<file path="src/rtl/axi_rd_master.sv">
// Single-outstanding AXI4 read master: one request in, one AR burst out,
// R beats buffered in a small FIFO and handed back over a valid/ready port.
module axi_rd_master #(
  parameter int unsigned ADDR_W     = 64,
  parameter int unsigned DATA_W     = 64,
  parameter int unsigned ID_W       = 4,
  parameter int unsigned AXI_ID     = 0,
  parameter int unsigned FIFO_DEPTH = 4,
  parameter logic [2:0]  PROT       = 3'b100
) (
  input  logic              clk,
  input  logic              rst,
  input  logic              req_valid,
  output logic              req_ready,
  input  logic [ADDR_W-1:0] req_addr,
  input  logic [7:0]        req_len,
  input  logic [2:0]        req_size,
  input  logic              flush,
  output logic              rsp_valid,
  input  logic              rsp_ready,
  output logic [DATA_W-1:0] rsp_data,
  output logic [1:0]        rsp_resp,
  output logic              rsp_last,
  output logic              busy,
  output logic              prot_err,
  output logic [ID_W-1:0]   ARID,
  output logic [ADDR_W-1:0] ARADDR,
  output logic [7:0]        ARLEN,
  output logic [2:0]        ARSIZE,
  output logic [1:0]        ARBURST,
  output logic              ARLOCK,
  output logic [3:0]        ARCACHE,
  output logic [2:0]        ARPROT,
  output logic [3:0]        ARQOS,
  output logic [3:0]        ARREGION,
  output logic              ARVALID,
  input  logic              ARREADY,
  input  logic [ID_W-1:0]   RID,
  input  logic [DATA_W-1:0] RDATA,
  input  logic [1:0]        RRESP,
  input  logic              RLAST,
  input  logic              RVALID,
  output logic              RREADY
);

  localparam int unsigned PTR_W = $clog2(FIFO_DEPTH);
  localparam int unsigned CNT_W = PTR_W + 1;

  typedef enum logic [1:0] {S_IDLE, S_AR, S_R, S_DRAIN} state_t;

  typedef struct packed {
    logic [DATA_W-1:0] data;
    logic [1:0]        resp;
    logic              last;
  } beat_t;

  state_t              state_q, state_d;
  logic                pend_q, pend_d;
  logic                arvalid_q, arvalid_d;
  logic [ADDR_W-1:0]   araddr_q, araddr_d;
  logic [7:0]          arlen_q, arlen_d;
  logic [2:0]          arsize_q, arsize_d;
  logic [1:0]          arburst_q, arburst_d;
  logic [2:0]          arprot_q, arprot_d;
  logic [ID_W-1:0]     arid_q, arid_d;
  logic [7:0]          beat_cnt_q, beat_cnt_d;
  logic                prot_err_q, prot_err_d;
  logic [PTR_W-1:0]    wr_ptr_q, wr_ptr_d;
  logic [PTR_W-1:0]    rd_ptr_q, rd_ptr_d;
  logic [CNT_W-1:0]    count_q, count_d;
  beat_t               fifo_q [FIFO_DEPTH];

  logic                rready_c;
  logic                req_fire;
  logic                r_hs;
  logic                id_ok;
  logic                beat_last;
  logic                push;
  logic                push_en;
  logic                pop;
  beat_t               push_beat;

  // Next-state, AR field latching, beat accounting and FIFO pointer update
  always_comb begin
    state_d    = state_q;
    pend_d     = pend_q;
    arvalid_d  = arvalid_q;
    araddr_d   = araddr_q;
    arlen_d    = arlen_q;
    arsize_d   = arsize_q;
    arburst_d  = arburst_q;
    arprot_d   = arprot_q;
    arid_d     = arid_q;
    beat_cnt_d = beat_cnt_q;
    prot_err_d = prot_err_q;
    wr_ptr_d   = wr_ptr_q;
    rd_ptr_d   = rd_ptr_q;
    count_d    = count_q;
    push       = 1'b0;

    rready_c = 1'b0;
    if (state_q == S_R)     rready_c = (count_q < CNT_W'(FIFO_DEPTH));
    if (state_q == S_DRAIN) rready_c = 1'b1;

    req_fire  = req_valid & (state_q == S_IDLE) & ~flush & ~rst;
    r_hs      = RVALID & rready_c;
    id_ok     = (RID == ID_W'(AXI_ID));
    beat_last = (beat_cnt_q == arlen_q);
    pop       = (count_q != '0) & rsp_ready;
    push_beat = {RDATA, RRESP, RLAST | beat_last};

    case (state_q)
      S_IDLE: begin
        if (req_fire) begin
          araddr_d   = req_addr;
          arlen_d    = req_len;
          arsize_d   = req_size;
          arburst_d  = 2'b01;
          arprot_d   = PROT;
          arid_d     = ID_W'(AXI_ID);
          arvalid_d  = 1'b1;
          beat_cnt_d = 8'd0;
          pend_d     = 1'b0;
          state_d    = S_AR;
        end
      end
      S_AR: begin
        if (flush) pend_d = 1'b1;
        if (ARREADY) begin
          arvalid_d = 1'b0;
          pend_d    = 1'b0;
          state_d   = (pend_q | flush) ? S_DRAIN : S_R;
        end
      end
      S_R: begin
        if (r_hs) begin
          if (id_ok) begin
            push       = 1'b1;
            beat_cnt_d = beat_cnt_q + 8'd1;
            if (RLAST != beat_last) prot_err_d = 1'b1;
            if (RLAST | beat_last)  state_d    = S_IDLE;
          end else begin
            prot_err_d = 1'b1;
          end
        end
        // A beat that completes the burst in the flush cycle leaves nothing to drain
        if (flush && state_d == S_R) state_d = S_DRAIN;
      end
      S_DRAIN: begin
        if (r_hs) begin
          if (id_ok) begin
            beat_cnt_d = beat_cnt_q + 8'd1;
            if (RLAST | beat_last) state_d = S_IDLE;
          end else begin
            prot_err_d = 1'b1;
          end
        end
      end
      default: state_d = S_IDLE;
    endcase

    push_en = push & ~flush;
    if (flush) begin
      wr_ptr_d = '0;
      rd_ptr_d = '0;
      count_d  = '0;
    end else begin
      if (push_en) wr_ptr_d = wr_ptr_q + PTR_W'(1);
      if (pop)     rd_ptr_d = rd_ptr_q + PTR_W'(1);
      count_d = count_q + CNT_W'(push_en) - CNT_W'(pop);
    end
  end

  // Control and AR register bank with synchronous reset
  always_ff @(posedge clk) begin
    if (rst) begin
      state_q    <= S_IDLE;
      pend_q     <= 1'b0;
      arvalid_q  <= 1'b0;
      araddr_q   <= '0;
      arlen_q    <= '0;
      arsize_q   <= '0;
      arburst_q  <= '0;
      arprot_q   <= '0;
      arid_q     <= '0;
      beat_cnt_q <= '0;
      prot_err_q <= 1'b0;
      wr_ptr_q   <= '0;
      rd_ptr_q   <= '0;
      count_q    <= '0;
    end else begin
      state_q    <= state_d;
      pend_q     <= pend_d;
      arvalid_q  <= arvalid_d;
      araddr_q   <= araddr_d;
      arlen_q    <= arlen_d;
      arsize_q   <= arsize_d;
      arburst_q  <= arburst_d;
      arprot_q   <= arprot_d;
      arid_q     <= arid_d;
      beat_cnt_q <= beat_cnt_d;
      prot_err_q <= prot_err_d;
      wr_ptr_q   <= wr_ptr_d;
      rd_ptr_q   <= rd_ptr_d;
      count_q    <= count_d;
    end
  end

  // Response buffer storage; occupancy is tracked by count_q so no reset needed
  always_ff @(posedge clk) begin
    if (push_en) fifo_q[wr_ptr_q] <= push_beat;
  end

  assign req_ready = (state_q == S_IDLE) & ~flush & ~rst;
  assign rsp_valid = (count_q != '0);
  assign rsp_data  = rsp_valid ? fifo_q[rd_ptr_q].data : '0;
  assign rsp_resp  = rsp_valid ? fifo_q[rd_ptr_q].resp : '0;
  assign rsp_last  = rsp_valid & fifo_q[rd_ptr_q].last;
  assign busy      = (state_q != S_IDLE) | rsp_valid;
  assign prot_err  = prot_err_q;
  assign RREADY    = rready_c;

  assign ARID      = arid_q;
  assign ARADDR    = araddr_q;
  assign ARLEN     = arlen_q;
  assign ARSIZE    = arsize_q;
  assign ARBURST   = arburst_q;
  assign ARLOCK    = 1'b0;
  assign ARCACHE   = 4'd0;
  assign ARPROT    = arprot_q;
  assign ARQOS     = 4'd0;
  assign ARREGION  = 4'd0;
  assign ARVALID   = arvalid_q;

endmodule

</file>
<file path="config.mk">
export PLATFORM = sky130hd
export DESIGN_NAME = axi_rd_master
export DESIGN_NICKNAME = d
export VERILOG_FILES = /design/src/rtl/axi_rd_master.sv
export SDC_FILE = /design/constraint.sdc
export NUM_CORES = 1
export LEC_CHECK = 0
export ABC_AREA = 0
export ABC_CLOCK_PERIOD_IN_PS = 3200
export CAP_MARGIN = 20
export CORE_ASPECT_RATIO = 1.1
export CORE_MARGIN = 2
export CORE_UTILIZATION = 38
export CTS_CLUSTER_DIAMETER = 150
export DETAILED_ROUTE_END_ITERATION = 8
export HOLD_SLACK_MARGIN = 0.03
export PLACE_DENSITY = 0.66
export SLEW_MARGIN = 20
export SYNTH_ARGS = -nofsm -noshare
export SYNTH_HDL_FRONTEND = slang
export SYNTH_SLANG_ARGS = --single-unit
</file>
<file path="constraint.sdc">
create_clock -name clk -period 3.2 [get_ports clk]
set_input_delay 0.48 -clock clk [delete_from_list [all_inputs] [get_ports clk]]
set_output_delay 0.48 -clock clk [all_outputs]
set_load 0.03 [all_outputs]
</file>
== Word level (Yosys, flattened, before mapping) ==
Memory sizes are Yosys's and may differ from the RTL's. A register that Yosys moved wholly into a read port is not among the register bits.
Cells that the tools add are included.
Word-level totals
  register bits: 96
  bits in latches: 0
  RAM bits: 268
  memory bits (read-only): 0
  bits of input ports: 153
  output and inout port bits: 170
  word-level logic and storage cells: 101
  memories: 1
Memories
  fifo_q: words 4, width 67, rd ports 1, clocked after Yosys merged registers in 1, write ports 1, line 71  | beat_t fifo_q [FIFO_DEPTH];
Cells by class
  add/sub/neg operators: 5
  multiply operators: 0
  div/mod/pow operators: 0
  magnitude comparators: 1
  equality and inequality tests: 15
  shifts and indexed selects: 0
  mux-type cells: 37
  bitwise operators: 14
  reductions and logical operators: 16
Operators with widths (number)
  $mux 64: 1
  $mux 8: 3
  $mux 2: 10
  $mux 1: 18
  $pmux 8 s2: 1
  $ne 2x2->1 const B: 5
  $and 1x1->1: 9
  $add 8x1->8 const B: 1
  $eq 8x8->1: 1
  $pmux 2 s4: 1
  $reduce_bool 2->1: 4
  $eq 2x2->1 const B: 3
  $pmux 1 s2: 3
  $reduce_and 3->1: 2
  $reduce_and 5->1: 1
  $add 2x1->2 const B: 2
  $logic_not 4->1: 1
  $ne 2x1->1 const B: 2
  $reduce_and 2->1: 2
  $reduce_and 4->1: 1
  $reduce_or 2->1: 2
  $add 3x1->3: 1
  $lt 3x3->1 const B: 1
  $ne 3x2->1 const B: 1
  9 further kinds: 12

== Logic depth before layout (Yosys ltp) ==
  word-level depth: 10
  depth in mapped cells: 11
  mapped depth without buffers: 10

== Worst setup path before layout ==
Ideal clock, no wire load.
  kind: input to register
  start point: input port flush
  end point: memory fifo_q[1][0] in the netlist's numbering (enable)
  library setup time: 0.432 ns
  data arrival time: 2.834 ns
  required time: 2.768 ns
  slack: -0.066 ns
  stages on the path: 3
  path buffers: 0
  path through: or2_2 -> nor4b_4 -> and2_1
Between the ends
  word-level cells in the longest chain between the ends: 4
RTL lines
  start: declaration: line 18  | input logic flush,
  $not 1->1: line 162  | push_en = push & ~flush;
  $and 1x1->1: line 162
  $mux 1: line 211  | if (push_en) fifo_q[wr_ptr_q] <= push_beat;
  $mux 1 (not written as such): line 211
  end: declaration: line 71
No other way between the ends.

== Worst setup path after layout ==
  start point: register count_q[2]
  end point: output port rsp_data[11]
Between the ends
  word-level cells in the longest chain between the ends: 2
RTL lines
  start: declaration: line 70  | logic [CNT_W-1:0] count_q, count_d;
  start signal: assignment: line 205  | count_q <= count_d;
  $reduce_bool 3->1: line 215  | assign rsp_valid = (count_q != '0);
  $mux 64: line 216  | assign rsp_data = rsp_valid ? fifo_q[rd_ptr_q].data : '0;
  end: declaration: line 21  | output logic [DATA_W-1:0] rsp_data,
No other way between the ends.

==> results.sh <==
export IMPL_clkTransAtPathRegs_ns=0.07
export IMPL_hp_class="in -> reg"
export IMPL_root_buffer="clkbuf_16"
export IMPL_ant_nets=0
export IMPL_syn_avg_cell_area_sq_um=15.3
export IMPL_worstMarginPinSlew_ns=0.871
export IMPL_die_h_microns=206
export IMPL_synth_ff_type="edfxtp_1"
export IMPL_crit_path_end_kind="output pin"
export IMPL_cts_max_level=2
export IMPL_post_route_period_util=0.948
export IMPL_relSlewSlack=0.419
export IMPL_vdd_drop_max_uv=426
export IMPL_grt_pass1_vias=8805
export IMPL_grt_max_degree=81
export IMPL_final_common_cell="clkdlybuf4s50_1"
export IMPL_async_flop_share=0
export IMPL_cts_tree="yes"
export IMPL_via_count=8536
export IMPL_rsz0062_at_grt="no"
export IMPL_antenna_found_initial=2
export IMPL_cts_max_path_buffers=3
export IMPL_cts_sinks=366
export IMPL_grt_total_usage=0.167
export IMPL_critPathLaunch="count_q[2]"
export IMPL_syn_area_sq_um=14200
export IMPL_r2r_slack_ns=0.70
export IMPL_setup_tns_ns=0
export IMPL_route_detailed_drc=0
export IMPL_final_cell_mix="280 x clkdlybuf4s50_1, 268 x edfxtp_1, 159 x nand2_1, 96 x dfxtp_1, 82 x a21oi_1"
export IMPL_viasPerCell=4.84
export IMPL_worstPathRequired_ns=2.72
export IMPL_timing_rr_start="state_q[0]"
export IMPL_r2r_cells=10
export IMPL_initial_core_util=0.383
export IMPL_rows=74
export IMPL_synth_cell_types=40
export IMPL_p_comb_frac=0.055
export IMPL_max_cap_viol_count=0
export IMPL_cts_buffers=38
export IMPL_ys_seq_area_frac=0.707
export IMPL_p_total_uw=9910
export IMPL_synth_top_cell_area_share=0.569
export IMPL_fmax_mhz=330
export IMPL_synth_area_top_cells="edfxtp_1 57%, dfxtp_1 14%, mux4_2 11%, nand2_1 4.2%, and2_1 3.3%"
export IMPL_final_nets=1402
export IMPL_syn_inst=922
export IMPL_drive_above_1_share=0.132
export IMPL_fp_dieArea_sq_um=38800
export IMPL_overflow=0
export IMPL_avgRoutedWirePerCell_microns=18.3
export IMPL_swShare=0.207
export IMPL_core_sq_um=36900
export IMPL_p_int_uw=7860
export IMPL_grt_pass1_wl_mm=49.7
export IMPL_switching_power_uw=2060
export IMPL_routed_wl_mm=32.3
export IMPL_powerDensity_nw_per_um2=521
export IMPL_syn_to_final_growth_pct=34.5
export IMPL_holdBufCountCts=0
export IMPL_seq_power_share=0.518
export IMPL_dr_pass1_iters=5
export IMPL_synth_edf_count=268
export IMPL_cp_start_kind="register"
export IMPL_gp_congestion=0.814
export IMPL_yosysTopAreaCell="edfxtp_1"
export IMPL_outcome="finished clean"
export IMPL_dp_hpwl_mm=21.3
export IMPL_port_buffers=302
export IMPL_setup_viol=0
export IMPL_skew_ns=0.0240
export IMPL_hold_depth=2
export IMPL_critPathCapture="rsp_data[11]"
export IMPL_yosysWarnings=0
export IMPL_crit_fanout=69
export IMPL_r2r_end="count_q[2]"
export IMPL_path_class="reg -> out"
export IMPL_final_min_clock_period_ns=3.03
export IMPL_hold_viol=0
export IMPL_p_leak_uw=0.00638
export IMPL_ys_seq_elements=366
export IMPL_slew_violations=0
export IMPL_hold_ws_ns=0.261
export IMPL_worstSkewPairLatency_ns=0.52
export IMPL_dr_first_iter_drc_count=492
export IMPL_pin_count=323
export IMPL_dieWidth_microns=188
export IMPL_clkPwrFrac=0.426
export IMPL_crit_arrival_ns=2.55
## state kept, by name, summed over array words and instances, names as in the netlist, named ones only
register    flops
pend_q          1
ARVALID         1
ARSIZE          3
rd_ptr_q        2
fifo_q        268
count_q         3
ARADDR         64
wr_ptr_q        2
prot_err        1
beat_cnt_q      8
ARBURST         1
ARLEN           8
state_q         2
## synthesized netlist by cell type, drive strengths merged, types with 3 or more instances
library cell and instances:
inv 13, nor2 16, and3 3, a2111o 5, edfxtp 268, nand3 10, xnor2 4, o2111ai 5
mux4 67, xor2 9, nor4 4, nand2 160, a21oi 83, buf 53, and2 74, clkbuf 21
dfxtp 98, ha 8
## power groups by stage
stage	Sequential (uW)	Combinational, uW	Clock (uW)
after global placement	5240	542	0
final	5140	547	4230
after CTS	5140	551	4360
after global routing	5140	589	4560
after floorplan	5310	170	0
after detailed placement	5240	548	0
## cells by family after synthesis
kind of cell               count (synthesis)  synth area share
AOI/OAI and AO/OA                         97            0.0390
DFF                                      366             0.707
xor gates and xnor gates                  13           0.00805
muxes                                     69             0.108
and+or+nand+nor                          280            0.0953
other                                      1          0.000265
adders and majority gates                  9           0.00849
buffers and inverters                     87            0.0335
## critical path, stage by stage (launching register included)
cell	delay (ns)
dfxtp_1	0.35
or3_2	0.55
buf_6	0.26
and2_1	0.22
clkdlybuf4s50_1	0.60
## metal layers
metal | vias up | global-route usage | share of wire | wire length (microns)
met5 | - | 0 | 0.00040 | 13
met4 | 2 | 0.0495 | 0.020 | 637
met2 | 327 | 0.285 | 0.49 | 15800
li1 | 3985 | - | - | -
met3 | 42 | 0.0579 | 0.089 | 2860
met1 | 4180 | 0.201 | 0.40 | 13000
## metrics by stage
stage | utilization | std cells | cell area, sq um | worst slack, ns
after global placement | 0.481 | 1687 | 17800 | 0.251
after floorplan | - | 941 | 14200 | 0.634
after global routing | 0.515 | 1764 | 19000 | 0.0446
after CTS | 0.513 | 1756 | 18900 | 0.00230
final | 0.515 | 1765 | 19000 | 0.166
after detailed placement | 0.481 | 1687 | 17800 | 0.241
## repair_timing
| item | 4_1_cts | 5_1_grt |
|---|---|---|
| gates resized for setup | 23 | 2 |
| gates cloned | 0 | 1 |
| setup buffers | 0 | 6 |
| setup endpoints to repair | 38 | 21 |
## layout make-up
type                    count  area [sq um]
clock buffers              48          1010
clock inverters            21           175
repair buffers            333          3400
flip-flops and latches    366         10000
fillers                  3081         17900
well taps                 494           618
diodes                      2          5.00
inverters                  13          48.8
multi-input cells         488          3750
## worst min-delay path by stage
stage	from	end	slack [ns]
after floorplan	beat_cnt_q[7]	beat_cnt_q[7]	0.48
after global placement	ARADDR[3]	ARADDR[3]	0.44
after detailed placement	ARADDR[58]	ARADDR[58]	0.45
after CTS	rst	beat_cnt_q[1]	0.22
after global routing	rst	beat_cnt_q[0]	0.24
final	rst	beat_cnt_q[1]	0.26
(Power assumes the default switching activity.)
